$ cat src/rtl/microwave_controller.sv
// microwave_controller: sequencing FSM for the microwave countdown datapath.
// Turns panel buttons and the door sensor into load/clear/enable strobes
// for the digit-counter chain, generates the count tick, drives the
// magnetron and times the end-of-cook beep.
//
// Optional feature macro: DOOR_INTERLOCK_EN
//   defined   : opening the door in COOK pauses the cook; start is ignored
//               while the door is open (IDLE and PAUSE).
//   undefined : door is checked only at start from IDLE; opening the door in
//               COOK only gates mag_on_o, the FSM keeps counting.
module microwave_controller #(
    parameter int CLK_DIV    = 10,  // clk cycles per count tick (>= 2)
    parameter int BEEP_TICKS = 3    // ticks the beep stays on in DONE (>= 1)
) (
    input  logic       clk,
    input  logic       clrn,
    input  logic       startn_i,
    input  logic       stopn_i,
    input  logic       clearn_i,
    input  logic       load_req_i,
    input  logic       door_closed_i,
    input  logic       zero_i,
    output logic       cnt_loadn_o,
    output logic       cnt_clrn_o,
    output logic       cnt_en_o,
    output logic       mag_on_o,
    output logic       beep_o,
    output logic [1:0] state_o
);

    typedef enum logic [1:0] {
        IDLE  = 2'd0,
        COOK  = 2'd1,
        PAUSE = 2'd2,
        DONE  = 2'd3
    } state_e;

    localparam int BEEP_CYCLES = BEEP_TICKS * CLK_DIV;
    localparam int PW          = $clog2(CLK_DIV);
    localparam int BW          = $clog2(BEEP_CYCLES);

    state_e          state_q, state_d;
    logic [PW-1:0]   presc_q, presc_d;
    logic [BW-1:0]   beep_cnt_q, beep_cnt_d;
    logic            startn_q, stopn_q, clearn_q;
    logic            hist_vld_q;
    logic            cnt_loadn_q, cnt_loadn_d;
    logic            cnt_clrn_q, cnt_clrn_d;
    logic            cnt_en_q, cnt_en_d;
    logic            en_prev_q;
    logic            mag_on_q, mag_on_d;
    logic            beep_q, beep_d;

    // Falling-edge press detection. hist_vld_q masks the first sample after
    // reset so a button held across reset release never counts as a press.
    logic start_press, stop_press, clear_press;
    logic start_p, stop_p, clear_p, any_press;
    logic resume_ok;

    assign start_press = hist_vld_q & startn_q & ~startn_i;
    assign stop_press  = hist_vld_q & stopn_q  & ~stopn_i;
    assign clear_press = hist_vld_q & clearn_q & ~clearn_i;

    // Coincident presses resolve as clear > stop > start.
    assign clear_p   = clear_press;
    assign stop_p    = stop_press  & ~clear_press;
    assign start_p   = start_press & ~stop_press & ~clear_press;
    assign any_press = start_press | stop_press | clear_press;

`ifdef DOOR_INTERLOCK_EN
    assign resume_ok = door_closed_i;
`else
    assign resume_ok = 1'b1;
`endif

    // State, prescaler, button history and registered outputs.
    // NOTE: sequential state uses non-blocking assignments so every register
    // samples the pre-edge values regardless of statement order.
    always_ff @(posedge clk or negedge clrn) begin
        if (!clrn) begin
            state_q     <= IDLE;
            presc_q     <= '0;
            beep_cnt_q  <= '0;
            startn_q    <= 1'b1;
            stopn_q     <= 1'b1;
            clearn_q    <= 1'b1;
            hist_vld_q  <= 1'b0;
            cnt_loadn_q <= 1'b1;
            cnt_clrn_q  <= 1'b1;
            cnt_en_q    <= 1'b0;
            en_prev_q   <= 1'b0;
            mag_on_q    <= 1'b0;
            beep_q      <= 1'b0;
        end else begin
            state_q     <= state_d;
            presc_q     <= presc_d;
            beep_cnt_q  <= beep_cnt_d;
            startn_q    <= startn_i;
            stopn_q     <= stopn_i;
            clearn_q    <= clearn_i;
            hist_vld_q  <= 1'b1;
            cnt_loadn_q <= cnt_loadn_d;
            cnt_clrn_q  <= cnt_clrn_d;
            cnt_en_q    <= cnt_en_d;
            en_prev_q   <= cnt_en_q;
            mag_on_q    <= mag_on_d;
            beep_q      <= beep_d;
        end
    end

    // Next-state and next-output logic.
    // NOTE: every variable gets a default first, so no path can infer a latch.
    always_comb begin
        state_d     = state_q;
        presc_d     = '0;
        beep_cnt_d  = '0;
        cnt_loadn_d = 1'b1;
        cnt_clrn_d  = 1'b1;
        cnt_en_d    = 1'b0;
        beep_d      = 1'b0;

        case (state_q)
            IDLE: begin
                if (load_req_i) cnt_loadn_d = 1'b0;
                if (clear_p) begin
                    cnt_clrn_d = 1'b0;
                end else if (start_p && door_closed_i && !zero_i) begin
                    state_d = COOK;
                end
            end
            COOK: begin
                if (clear_p) begin
                    state_d    = IDLE;
                    cnt_clrn_d = 1'b0;
                end else if (stop_p) begin
                    state_d = PAUSE;
`ifdef DOOR_INTERLOCK_EN
                end else if (!door_closed_i) begin
                    state_d = PAUSE;
`endif
                end else if (zero_i && !cnt_en_q && !en_prev_q) begin
                    // Counter chain has settled at zero: start the beep.
                    state_d = DONE;
                    beep_d  = 1'b1;
                end else if (presc_q == PW'(CLK_DIV - 1)) begin
                    // Never decrement past zero while the chain settles.
                    cnt_en_d = !zero_i;
                end else begin
                    presc_d = presc_q + 1'b1;
                end
            end
            PAUSE: begin
                if (clear_p || stop_p) begin
                    state_d    = IDLE;
                    cnt_clrn_d = 1'b0;
                end else if (start_p && resume_ok) begin
                    state_d = COOK;
                end
            end
            DONE: begin
                if (any_press || beep_cnt_q == BW'(BEEP_CYCLES - 1)) begin
                    state_d = IDLE;
                end else begin
                    beep_cnt_d = beep_cnt_q + 1'b1;
                    beep_d     = 1'b1;
                end
            end
            default: state_d = IDLE;
        endcase
    end

    assign mag_on_d    = (state_d == COOK);
    assign cnt_loadn_o = cnt_loadn_q;
    assign cnt_clrn_o  = cnt_clrn_q;
    assign cnt_en_o    = cnt_en_q;
    assign beep_o      = beep_q;
    assign state_o     = state_q;

`ifdef DOOR_INTERLOCK_EN
    assign mag_on_o = mag_on_q;
`else
    // Door open mid-cook cuts the magnetron at once; the FSM keeps counting.
    assign mag_on_o = mag_on_q & door_closed_i;
`endif

endmodule

$ cat config.mk
export PLATFORM = sky130hd
export DESIGN_NAME = microwave_controller
export DESIGN_NICKNAME = d
export VERILOG_FILES = /design/src/rtl/microwave_controller.sv
export SDC_FILE = /design/constraint.sdc
export NUM_CORES = 1
export LEC_CHECK = 0
export BUFFER_PORTS_ARGS = -buffer_cell sky130_fd_sc_hd__buf_2
export CAP_MARGIN = 10
export CORE_MARGIN = 1
export CORE_UTILIZATION = 56
export CTS_BUF_LIST = sky130_fd_sc_hd__clkbuf_4 sky130_fd_sc_hd__clkbuf_8 sky130_fd_sc_hd__clkbuf_16
export DETAILED_ROUTE_END_ITERATION = 8
export PLACE_DENSITY = 0.79
export REMOVE_ABC_BUFFERS = 1
export SLEW_MARGIN = 20
export SYNTH_ARGS = -nofsm -noshare
export SYNTH_HDL_FRONTEND = slang
export SYNTH_SLANG_ARGS = --single-unit
$ cat constraint.sdc
create_clock -name clk -period 2.23 [get_ports clk]
set_clock_uncertainty 0.05 [all_clocks]
set_input_delay 0.446 -clock clk [delete_from_list [all_inputs] [get_ports clk]]
set_output_delay 0.446 -clock clk [all_outputs]
set_load 0.01 [all_outputs]
==> summary by stage <==
Run status
The run finished with clean final reports.

Power
Dividing total power by cell area gives a power density of ~830 nW/um^2. Summed over all cells, the static leakage comes to 0.472 nW. VDD sags by at most 0.514 mV. The design draws 812 uW.

Min path
The min-delay analysis places its worst path in the category primary input to async pin.

GRT
Entering global routing, the biggest net connects 22 pins. The total track usage is 0.218. The via count of the first global-routing pass is around 540. The global-route wire length before repair is 2270 um. Summed over all layers, the global routing overflow is 0. The initial antenna violation count was 0.

Clock tree
The clock net in this run drives a total of 21 sinks. The clock-pin slew reported for the worst setup and hold paths after clock tree synthesis is 0.11 ns. The later pin in the worst-skew pair is clocked with a latency of 0.30 ns.

The count of hold-fix buffers inserted at cts is 0. CTS built an H-tree with a depth of 1. The deepest clock path buffer count is 2.

Clock tree synthesis inserted a total of 3 buffers. The post-CTS setup repair buffer count is 0. Clock tree synthesis selected as its root buffer the cell clkbuf_4. The CTS tree is done. The number of resized instances in the post-cts repair step is 0.

Die
The number of ports placed on the die boundary is 15. The die area is 1700 um^2. The initial core utilization is 0.633. The die is 41.3 um tall. In this run the standard cell core region covers 1370 um^2. The horizontal die dimension is 41.3 um. In this run the core area contains 13 standard-cell rows.

Worst setup path
The maximum net fanout on the critical path is 8. Counting both buffers and inverters, the worst setup path holds a total of 0. The kind of cell adding the most delay to the critical path is simple AND/OR/NAND/NOR gates. The worst reg-to-reg path cell count is 5. The slowest stage of the critical path is the dfrtp_1 cell. In this run the critical register-to-register path is launched from beep_cnt_q[0]$_DFF_PN0_.

The slack of the worst reg-to-reg path is approximately 0.7 ns. STA classifies the critical path startpoint as a flip-flop. The worst setup path is of the flip-flop to flip-flop kind. On the worst path, the slowest cell contributes a delay of 0.43 ns.

STA classifies the critical path endpoint as a flip-flop. The required time at the endpoint of the critical path is roughly 2.4 ns. The signal arrival time at the worst endpoint is 1.69 ns. The endpoint of the worst-slack reg-to-reg timing path is mag_on_q$_DFF_PN0_. Traced cell by cell, the critical path runs through ha_1 -> nand4_1 -> nand2_1 -> or3_1 -> a31oi_1.

Layout
After filler insertion, the fill cell instance count of the layout stands at 104. After the last flow step, the layout net total stands at 107. The library cells used most frequently in the layout, excluding fill and tap cells, are dfrtp_1 (16), buf_2 (14), nor2_1 (12), nand2_1 (6). The proportion of layout cells with a drive suffix above 1 is 0.245. The synthesis-to-layout area growth is 12.9%. The library cell used most frequently in the layout, excluding fill and tap cells, is dfrtp_1. The number of antenna diodes in the final layout is 0.

Logic synthesis
The synthesized area per cell is 11.2 um^2. The number of storage elements in the synthesis netlist is 21. Of the synthesized area, sequential elements account for 0.615. The cell type contributing the most total cell area after synthesis is dfrtp_1.

The gate count of the mapped netlist is slightly below 80. The leading register cell type out of synthesis is dfrtp_1. Summing every instance area after synthesis gives 865 um^2. The Yosys step of the flow raised 0 warnings. The proportion of netlist area held by the largest area contributor is 0.463. After synthesis, the netlist uses 24 different library cells. In the synthesized netlist the async set-or-reset flop fraction comes to 1.00. In the post-synthesis netlist, the biggest area contributors are dfrtp_1 (46%), dfstp_2 (15%), ha_1 (5.8%). The count of flip-flops with a built-in enable after synthesis is 0.

Run
The tool flagged a number of max-cap violations equal to 0.

STA
The fmax is 658 MHz. Setup repair after global routing left no endpoint under its margin. The final number of max-transition violations came to 0.

The final total negative setup slack is 0 ns. The hold violation count in the final report is 0. Counting I/O delays and the setup requirement, the final critical path takes between 1.5 and 2 ns. Setup violations remaining at the end of the flow were counted as 0.

In the finished design, the share of the clock period the worst path needs comes to 0.682.

Placement
The count of buffers added on input and output ports is 14. At the end of routability-driven placement, the weighted congestion stood at between 0.7 and 0.8. The total half-perimeter wirelength after legalization and detailed placement is between 1000 and 1500 um.

Detailed routing
The vias per cell is 5.42. The per-cell routed wire length is 12.7 um. The detailed-route wire length is 1380 um. The detailed router finished its first iteration with 5 violations.

For this run, design rule violations remaining after detail routing come to 0. Before antenna repair, the detailed router went through 4 iterations. The via total after detailed routing is 591. The number of routed nets with antenna violations is 0.
registers in the layout (all words and copies together) (netlist names):
register and flops:
startn_q 1, cnt_loadn_o 1, clearn_q 1, en_prev_q 1
beep_o 1, presc_q 4, hist_vld_q 1, cnt_en_o 1
stopn_q 1, state_o 2, mag_on_q 1, cnt_clrn_o 1
beep_cnt_q 5
cells by family (layout without fill, tap and decap cells):
logic type | Yosys count | after routing | share of synthesized area
simple gates | 34 | 34 | 0.194
flops | 21 | 21 | 0.615
compound gates | 6 | 6 | 0.0434
xor+xnor | 5 | 5 | 0.0507
buf+inv | 5 | 22 | 0.0231
fa+ha+maj | 4 | 4 | 0.0579
other cells | 1 | 1 | 0.00434
mux | 1 | 1 | 0.0116
area by class of cell:
type	count	area (um^2)	share of cell area
clock buffer	3	22.5	0.0231
clock inverter	1	5.00	0.00513
inverter	4	15.0	0.0154
multi-input combinational	51	313	0.321
sequential	21	532	0.545
tap	15	18.8	0.0192
timing repair buffer	14	70.1	0.0718
how the worst max path moves through the flow:
stage                                  startpoint            endpoint  cells after the start
after floorplan                startn_q$_DFF_PN1_  mag_on_q$_DFF_PN0_                      4
after global placement                    stopn_i  mag_on_q$_DFF_PN0_                      5
after detailed placement                 clearn_i  mag_on_q$_DFF_PN0_                      5
after CTS                 beep_cnt_q[0]$_DFF_PN0_  mag_on_q$_DFF_PN0_                      5
after global routing      beep_cnt_q[0]$_DFF_PN0_  mag_on_q$_DFF_PN0_                      5
final                     beep_cnt_q[0]$_DFF_PN0_  mag_on_q$_DFF_PN0_                      5
per-layer routing:
metal | global-route usage | wire length, um
met5 | 0 | 0
met4 | 0.145 | 25
met3 | 0.0319 | 56
met2 | 0.359 | 683
met1 | 0.264 | 615
per-stage QoR:
step	hold slack [ns]	setup slack (ns)	util	area, um^2	std cells
3_3_place_gp	0.331	0.699	0.694	948	105
2_1_floorplan	0.100	0.801	-	860	76
6_report	0.0299	0.710	0.714	976	109
4_1_cts	0.0278	0.699	0.714	976	109
5_1_grt	0.0540	0.594	0.714	976	109
3_5_place_dp	0.342	0.631	0.694	948	105
Yosys cell counts, types with 2 or more instances:
| library cell | instances |
|---|---|
| xor2_1 | 3 |
| dfstp_2 | 5 |
| nand3b_1 | 5 |
| nand3_1 | 4 |
| or3_1 | 3 |
| xnor2_1 | 2 |
| nor2_1 | 12 |
| ha_1 | 4 |
| inv_1 | 4 |
| dfrtp_1 | 16 |
| nand2_1 | 6 |
worst reg2reg max path, cell delays in order, from the launching register on:
cell and delay [ns]:
dfrtp_1 0.43, ha_1 0.21, nand4_1 0.10, nand2_1 0.06
or3_1 0.43, a31oi_1 0.18
where the power goes:
group          leakage, nW  switching [mW]  internal [mW]
Combinational        0.182          0.0917         0.0746
Clock               0.0177           0.105         0.0668
Sequential           0.272          0.0387          0.435
Total                0.472           0.236          0.576
(Power assumes the default switching activity.)
